===== config.mk =====
export PLATFORM = sky130hd
export DESIGN_NAME = fetch_redirect_ctrl_flat
export DESIGN_NICKNAME = d
export VERILOG_FILES = /design/src/rtl/fetch_redirect_ctrl_if.sv /design/src/rtl/fetch_redirect_ctrl.sv /design/src/flat_wrapper.sv
export SDC_FILE = /design/constraint.sdc
export NUM_CORES = 1
export LEC_CHECK = 0
export BUFFER_PORTS_ARGS = -buffer_cell sky130_fd_sc_hd__buf_2
export CAP_MARGIN = 10
export CELL_PAD_IN_SITES_DETAIL_PLACEMENT = 0
export CELL_PAD_IN_SITES_GLOBAL_PLACEMENT = 2
export CORE_MARGIN = 2
export CORE_UTILIZATION = 25
export DETAILED_ROUTE_END_ITERATION = 16
export HOLD_SLACK_MARGIN = 0.05
export PLACE_DENSITY_LB_ADDON = 0.1
export SLEW_MARGIN = 20
export SYNTH_ARGS = -nofsm -noshare
export SYNTH_HDL_FRONTEND = slang
export SYNTH_SLANG_ARGS = --single-unit

===== constraint.sdc =====
create_clock -name clk -period 2.72 [get_ports clk]
set_input_delay 0.544 -clock clk [delete_from_list [all_inputs] [get_ports clk]]
set_output_delay 0.544 -clock clk [all_outputs]
set_load 0.005 [all_outputs]

===== src/rtl/fetch_redirect_ctrl_if.sv =====
`default_nettype none
// ============================================================================
// Module : fetch_redirect_ctrl_if
// Brief  : Redirect/prediction inputs and fetch-PC outputs of the IF0 PC mux.
// Rev    : 1.0
// ============================================================================
interface fetch_redirect_ctrl_if;
    logic        flush;
    logic        pause;
    logic [31:0] npc;
    logic        be_valid;
    logic [31:0] be_pc;
    logic        be_ready;
    logic        if3_redirect;
    logic [31:0] if3_pc;
    logic        nlp0_valid;
    logic        nlp0_taken;
    logic [31:0] nlp0_target;
    logic        nlp1_valid;
    logic        nlp1_taken;
    logic [31:0] nlp1_target;
    logic [31:0] pc;
    logic        only_get_ds;
    logic [2:0]  redir_src;
    logic [15:0] redir_cnt;

    // Pipeline/backend side
    modport master (
        output flush, pause, npc, be_valid, be_pc, if3_redirect, if3_pc,
               nlp0_valid, nlp0_taken, nlp0_target,
               nlp1_valid, nlp1_taken, nlp1_target,
        input  be_ready, pc, only_get_ds, redir_src, redir_cnt
    );

    // Fetch-redirect controller side
    modport slave (
        input  flush, pause, npc, be_valid, be_pc, if3_redirect, if3_pc,
               nlp0_valid, nlp0_taken, nlp0_target,
               nlp1_valid, nlp1_taken, nlp1_target,
        output be_ready, pc, only_get_ds, redir_src, redir_cnt
    );
endinterface
`default_nettype wire


===== src/rtl/fetch_redirect_ctrl.sv =====
`default_nettype none
// ============================================================================
// Module : fetch_redirect_ctrl
// Brief  : Selects the next fetch PC from backend/IF3/delay-slot/NLP sources.
// Rev    : 1.0
// ============================================================================
module fetch_redirect_ctrl (
    input  logic                        clk,
    input  logic                        rst,
    fetch_redirect_ctrl_if.slave        bus
);
    typedef enum logic [1:0] {
        ST_SEQ     = 2'd0,
        ST_DS_WAIT = 2'd1,
        ST_HOLD    = 2'd2
    } state_t;

    localparam logic [2:0] SRC_NPC  = 3'd0;
    localparam logic [2:0] SRC_BE   = 3'd1;
    localparam logic [2:0] SRC_IF3  = 3'd2;
    localparam logic [2:0] SRC_DS   = 3'd3;
    localparam logic [2:0] SRC_NLP0 = 3'd4;
    localparam logic [2:0] SRC_NLP1 = 3'd5;
    localparam logic [2:0] SRC_REL  = 3'd6;
    localparam logic [2:0] SRC_RST  = 3'd7;
    localparam logic       PEND_IF3 = 1'b0;
    localparam logic       PEND_BE  = 1'b1;
    localparam logic [15:0] CNT_MAX = 16'hFFFF;

    state_t      state_q, state_d;
    logic [31:0] pc_q, pc_d;
    logic [31:0] ds_addr_q, ds_addr_d;
    logic [31:0] pend_pc_q, pend_pc_d;
    logic        pend_src_q, pend_src_d;
    logic [2:0]  src_q, src_d;
    logic [15:0] cnt_q, cnt_d;
    logic        ds_q;
    logic        cnt_inc;
    logic        be_ready_w;
    logic        be_acc;
    logic        if3_acc;
    logic        hold_be;

    // A captured backend target must not be lost while the pipe is paused.
    assign hold_be    = (state_q == ST_HOLD) && (pend_src_q == PEND_BE);
    assign be_ready_w = !(hold_be && bus.pause);
    assign be_acc     = bus.be_valid && be_ready_w;
    assign if3_acc    = bus.if3_redirect && !hold_be;

    always_comb begin
        state_d    = state_q;
        pc_d       = pc_q;
        ds_addr_d  = ds_addr_q;
        pend_pc_d  = pend_pc_q;
        pend_src_d = pend_src_q;
        src_d      = src_q;
        cnt_inc    = 1'b0;
        if (bus.flush) begin
            state_d    = ST_SEQ;
            pc_d       = 32'h0;
            ds_addr_d  = 32'h0;
            pend_pc_d  = 32'h0;
            pend_src_d = PEND_IF3;
            src_d      = SRC_RST;
        end else if (bus.pause) begin
            if (be_acc) begin
                state_d    = ST_HOLD;
                pend_pc_d  = bus.be_pc;
                pend_src_d = PEND_BE;
            end else if (if3_acc) begin
                state_d    = ST_HOLD;
                pend_pc_d  = bus.if3_pc;
                pend_src_d = PEND_IF3;
            end
        end else begin
            state_d = ST_SEQ;
            cnt_inc = 1'b1;
            if (be_acc) begin
                pc_d  = bus.be_pc;
                src_d = SRC_BE;
            end else if (if3_acc) begin
                pc_d  = bus.if3_pc;
                src_d = SRC_IF3;
            end else if (state_q == ST_DS_WAIT) begin
                pc_d  = ds_addr_q;
                src_d = SRC_DS;
            end else if (state_q == ST_HOLD) begin
                pc_d  = pend_pc_q;
                src_d = SRC_REL;
            end else if (bus.nlp0_valid && bus.nlp0_taken) begin
                pc_d  = bus.nlp0_target;
                src_d = SRC_NLP0;
            end else if (bus.nlp1_valid && bus.nlp1_taken) begin
                // Fetch the delay slot first, then the predicted target.
                pc_d      = bus.npc;
                ds_addr_d = bus.nlp1_target;
                state_d   = ST_DS_WAIT;
                src_d     = SRC_NLP1;
            end else begin
                pc_d    = bus.npc;
                src_d   = SRC_NPC;
                cnt_inc = 1'b0;
            end
        end
        cnt_d = (cnt_inc && (cnt_q != CNT_MAX)) ? cnt_q + 16'd1 : cnt_q;
    end

    always_ff @(posedge clk or negedge rst) begin
        if (!rst) begin
            state_q    <= ST_SEQ;
            pc_q       <= 32'h0;
            ds_addr_q  <= 32'h0;
            pend_pc_q  <= 32'h0;
            pend_src_q <= PEND_IF3;
            src_q      <= SRC_RST;
            cnt_q      <= 16'h0;
            ds_q       <= 1'b0;
        end else begin
            state_q    <= state_d;
            pc_q       <= pc_d;
            ds_addr_q  <= ds_addr_d;
            pend_pc_q  <= pend_pc_d;
            pend_src_q <= pend_src_d;
            src_q      <= src_d;
            cnt_q      <= cnt_d;
            ds_q       <= (state_d == ST_DS_WAIT);
        end
    end

    assign bus.be_ready    = be_ready_w;
    assign bus.pc          = pc_q;
    assign bus.only_get_ds = ds_q;
    assign bus.redir_src   = src_q;
    assign bus.redir_cnt   = cnt_q;
endmodule
`default_nettype wire

===== src/flat_wrapper.sv =====
// flat-port wrapper written by rule: the top's interface ports become plain ports
module fetch_redirect_ctrl_flat 
  (clk, rst, bus_flush, bus_pause, bus_npc, bus_be_valid, bus_be_pc, bus_if3_redirect, bus_if3_pc, bus_nlp0_valid, bus_nlp0_taken, bus_nlp0_target, bus_nlp1_valid, bus_nlp1_taken, bus_nlp1_target, bus_be_ready, bus_pc, bus_only_get_ds, bus_redir_src, bus_redir_cnt);
  fetch_redirect_ctrl_if bus_i ();
  input  logic clk;
  input  logic rst;
  input wire logic [$bits(bus_i.flush)-1:0] bus_flush;
  input wire logic [$bits(bus_i.pause)-1:0] bus_pause;
  input wire logic [$bits(bus_i.npc)-1:0] bus_npc;
  input wire logic [$bits(bus_i.be_valid)-1:0] bus_be_valid;
  input wire logic [$bits(bus_i.be_pc)-1:0] bus_be_pc;
  input wire logic [$bits(bus_i.if3_redirect)-1:0] bus_if3_redirect;
  input wire logic [$bits(bus_i.if3_pc)-1:0] bus_if3_pc;
  input wire logic [$bits(bus_i.nlp0_valid)-1:0] bus_nlp0_valid;
  input wire logic [$bits(bus_i.nlp0_taken)-1:0] bus_nlp0_taken;
  input wire logic [$bits(bus_i.nlp0_target)-1:0] bus_nlp0_target;
  input wire logic [$bits(bus_i.nlp1_valid)-1:0] bus_nlp1_valid;
  input wire logic [$bits(bus_i.nlp1_taken)-1:0] bus_nlp1_taken;
  input wire logic [$bits(bus_i.nlp1_target)-1:0] bus_nlp1_target;
  output wire logic [$bits(bus_i.be_ready)-1:0] bus_be_ready;
  output wire logic [$bits(bus_i.pc)-1:0] bus_pc;
  output wire logic [$bits(bus_i.only_get_ds)-1:0] bus_only_get_ds;
  output wire logic [$bits(bus_i.redir_src)-1:0] bus_redir_src;
  output wire logic [$bits(bus_i.redir_cnt)-1:0] bus_redir_cnt;
  assign bus_i.flush = bus_flush;
  assign bus_i.pause = bus_pause;
  assign bus_i.npc = bus_npc;
  assign bus_i.be_valid = bus_be_valid;
  assign bus_i.be_pc = bus_be_pc;
  assign bus_i.if3_redirect = bus_if3_redirect;
  assign bus_i.if3_pc = bus_if3_pc;
  assign bus_i.nlp0_valid = bus_nlp0_valid;
  assign bus_i.nlp0_taken = bus_nlp0_taken;
  assign bus_i.nlp0_target = bus_nlp0_target;
  assign bus_i.nlp1_valid = bus_nlp1_valid;
  assign bus_i.nlp1_taken = bus_nlp1_taken;
  assign bus_i.nlp1_target = bus_nlp1_target;
  assign bus_be_ready = bus_i.be_ready;
  assign bus_pc = bus_i.pc;
  assign bus_only_get_ds = bus_i.only_get_ds;
  assign bus_redir_src = bus_i.redir_src;
  assign bus_redir_cnt = bus_i.redir_cnt;
  fetch_redirect_ctrl u_core (.clk(clk), .rst(rst), .bus(bus_i));
endmodule

==> run_results.csv <==
group,metric,value,unit
status,status,"completed",
cts,ctsHtreeMaxLevel,4,
sta,timing.max_slew.rel_slack,0.439,
yosys,synth_enable_flop_cells,0,
grt,antenna_found_initial,5,
sta,max_freq,0.414,GHz
worst_setup_path,critical_path_buf_inv_count,1,
layout,layout-drive-gt1-share,0.343,
drt,drt_iter0_markers,312,
layout,filler_cells_inserted,2547,
worst_setup_path,reg2reg_to,"u_core.ds_addr_q[17]",
drt,remaining_drc_errors,0,
power_and_ir_drop,pwr_density_cell,620,nW/um^2
yosys,synthesis.yosys.warnings,0,
worst_setup_path,worstPathArrival,2.71,ns
yosys,synthMostInstantiatedCell,"dfrtp_1",
yosys,postSynth.asyncResetShare,1.00,
sta,timing.final.max_slew_violations,0,
yosys,yosysSeqAreaShare,0.476,
worst_setup_path,worstRegToRegCells,6,
power_and_ir_drop,power_switching,1.42,mW
sta,finalClockSkew,0.0134,ns
die,start_util,0.256,
worst_setup_path,crit_path_max_fanout,32,
yosys,syn-instance-count,629,
die,die_h,162,um
power_and_ir_drop,power_report.internal_total,3.83,mW
grt,track_usage,0.185,
layout,final_nets,1008,
power_and_ir_drop,max-vdd-ir-drop,320,uV
die,io_pins,223,
yosys,post-synth-top-area-cell,"dfrtp_1",
worst_setup_path,cp_cell_sequence,"inv_1 -> ha_1 -> or3b_1 -> nor4_1 -> nor2_4 -> a22o_1",
drt,finalWirelength,24300,um
yosys,syn_nets,802,
cts,tritoncts.num_buffers,17,
drt,detailroute.via_count,5910,
worst_setup_path,crit_path_top_delay_cell,"or3b_1",
drt,detail_route.vias_per_cell,5.03,
cts,clock_latency,0.42,ns
grt,grt_max_degree,72,
worst_setup_path,critPathKind,"register to register",
grt,grt_first_pass_wirelength,36900,um
worst_setup_path,rr_startpoint,"u_core.state_q[0]",
drt,postRouteAntennaNets,0,
power_and_ir_drop,netSwitchingFraction,0.270,
cts,tritoncts,"yes",
place,final_gp_congestion,0.773,
cts,max-clock-path-buffers,2,
sta,report.final.setup_viol,0,
die,die_x,162,um
yosys,synth_top_area_frac,0.464,
die,rows,57,
yosys,netlist_area,6260,um^2
sta,setup_repair_after_global_routing_missed_its_margin,"false",
power_and_ir_drop,seqPwrFrac,0.383,
sta,whs,0.132,ns
run,drv.max_cap_violation_count,0,
yosys,synth.cells.most_frequent,"dfrtp_1, nand2_1, o21ai_0",
sta,endpoints_failing_hold,0,
cts,cts.sink_count,119,
worst_setup_path,worstPathRequired,3.01,ns
cts,hold_fix_buffer_count_after_cts,0,
power_and_ir_drop,cellLeakagePower,4.03,nW
cts,cts.repair.resized,0,
power_and_ir_drop,comb_power_share,0.159,
yosys,synth_area_per_cell,9.96,um^2
layout,layout.area.seq,2980,um^2
sta,final_critical_path_share_of_the_clock_period,0.887,
sta,post_layout_min_period,2.41,ns
layout,area_growth,35.2,%
yosys,top_cells_by_area_synth,"dfrtp_1, mux2i_1, a211oi_1, o21ai_0, nand2_1",
die,coreArea,24500,um^2
worst_setup_path,worst_path_largest_cell_delay,0.53,ns
drt,firstDrtPassIters,5,
sta,worst_slew_pin_slew,0.840,ns
cts,clock_pin_slew_of_the_registers_on_the_worst_case_setup_and_hold_paths,0.06,ns
grt,globalRouteOverflowTotal,0,
worst_setup_path,r2r_setup_slack,0.31,ns
place,placement.io_buffers,222,
worst_setup_path,worst_setup_path_start_kind,"register",
sta,final.setup.tns,0,ns
die,floorplan.die_area,26300,um^2
cts,master_cell_of_the_clock_root_buffer,"clkbuf_16",
layout,multi_input_gate_area_in_the_final_layout,3090,um^2
cts,post_cts_buffers,0,
min_path,min-delay-path-class,"input pin to asynchronous set/reset pin",
drt,routed_wire_length_per_instance,20.7,um
yosys,synth_seq_cells,119,
place,place_hpwl,17300,um
yosys,ys_dominant_reg_cell,"dfrtp_1",
power_and_ir_drop,power.clock.fraction,0.457,
worst_setup_path,crit_path_end_kind,"register",
grt,grt_pass1_vias,6171,
yosys,netlist-cell-type-count,50,
worst_setup_path,critical-path-top-delay-family,"simple AND/OR/NAND/NOR gates",
-- state kept, by name, indices dropped and copies added (netlist names) --
| signal | count |
|---|---|
| u_core.bus.pc | 32 |
| u_core.ds_addr_q | 32 |
| u_core.pend_pc_q | 32 |
| u_core.bus.redir_cnt | 16 |
| u_core.bus.redir_src | 3 |
| u_core.state_q | 2 |
| u_core.bus.only_get_ds | 1 |
| u_core.pend_src_q | 1 |
-- cells by family after synthesis --
logic type      count (synthesis)  synth area share
compound gates                242             0.268
simple gates                  128            0.0909
flops                         119             0.476
mux                            64             0.102
buf+inv                        61            0.0398
xor+xnor                       12            0.0168
fa+ha+maj                       3           0.00599
-- layer usage --
layer,share of wire,global-route usage,up-vias
met5,0.00091,0,-
met1,0.46,0.255,2894
li1,-,-,2805
met3,0.061,0.0460,18
met4,0.0068,0.0451,4
met2,0.47,0.290,189
-- power by group through the flow --
stage          Combinational, mW  Sequential, mW  Clock (mW)
2_1_floorplan              0.402            2.03           0
3_3_place_gp               0.844            2.04           0
3_5_place_dp               0.851            2.04           0
4_1_cts                    0.852            2.01        2.46
5_1_grt                    0.925            2.03        2.54
6_report                   0.836            2.01        2.40
-- metrics by stage --
step	total power [mW]	cell area (um^2)	std cells	utilization	setup slack (ns)
after CTS	5.32	8460	1172	0.346	0.327
final	5.25	8460	1175	0.346	0.306
after global placement	2.88	7830	1140	0.320	0.427
after global routing	5.50	8460	1175	0.346	0.209
after detailed placement	2.89	7830	1140	0.320	0.341
after floorplan	2.43	6260	629	-	0.848
-- cells in the final DEF (no fill, tap or decap), types with 2 or more instances in the layout --
master,n
a211oi_1,62
a21oi_1,3
a22o_1,32
a31oi_1,2
a41oi_1,2
and4_1,3
buf_12,5
buf_2,221
buf_4,16
bufinv_16,3
clkbuf_1,3
clkbuf_16,17
clkbuf_8,5
clkinvlp_4,3
dfrtp_1,116
dfstp_2,3
diode_2,3
ha_1,3
inv_1,5
mux2i_1,63
nand2_1,80
nand2_2,2
nand3_1,11
nand4_1,3
nor2_1,8
nor2_4,2
nor2b_1,3
nor3_1,4
o21ai_0,64
o22ai_1,31
o31ai_1,33
xnor2_1,11
-- final cells by class --
class                      instances  share of cell area
antenna                            3            0.000887
multi-input combinational        449               0.365
clock inverter                     7              0.0139
clock buffer                      25              0.0597
timing repair buffer             243               0.158
sequential                       119               0.352
tap                              324              0.0479
inverter                           5             0.00222
-- how the worst max path moves through the flow --
stage,start,end,slack [ns],cells after the start
finish,u_core.state_q[0],u_core.ds_addr_q[17],0.31,6
global route,u_core.state_q[0],u_core.ds_addr_q[19],0.21,6
CTS,u_core.state_q[0],u_core.ds_addr_q[17],0.33,6
detailed placement,u_core.state_q[0],u_core.ds_addr_q[19],0.34,6
global placement,u_core.state_q[0],u_core.ds_addr_q[16],0.43,6
floorplan,u_core.state_q[0],u_core.ds_addr_q[10],0.85,7
(Power assumes the default switching activity.)
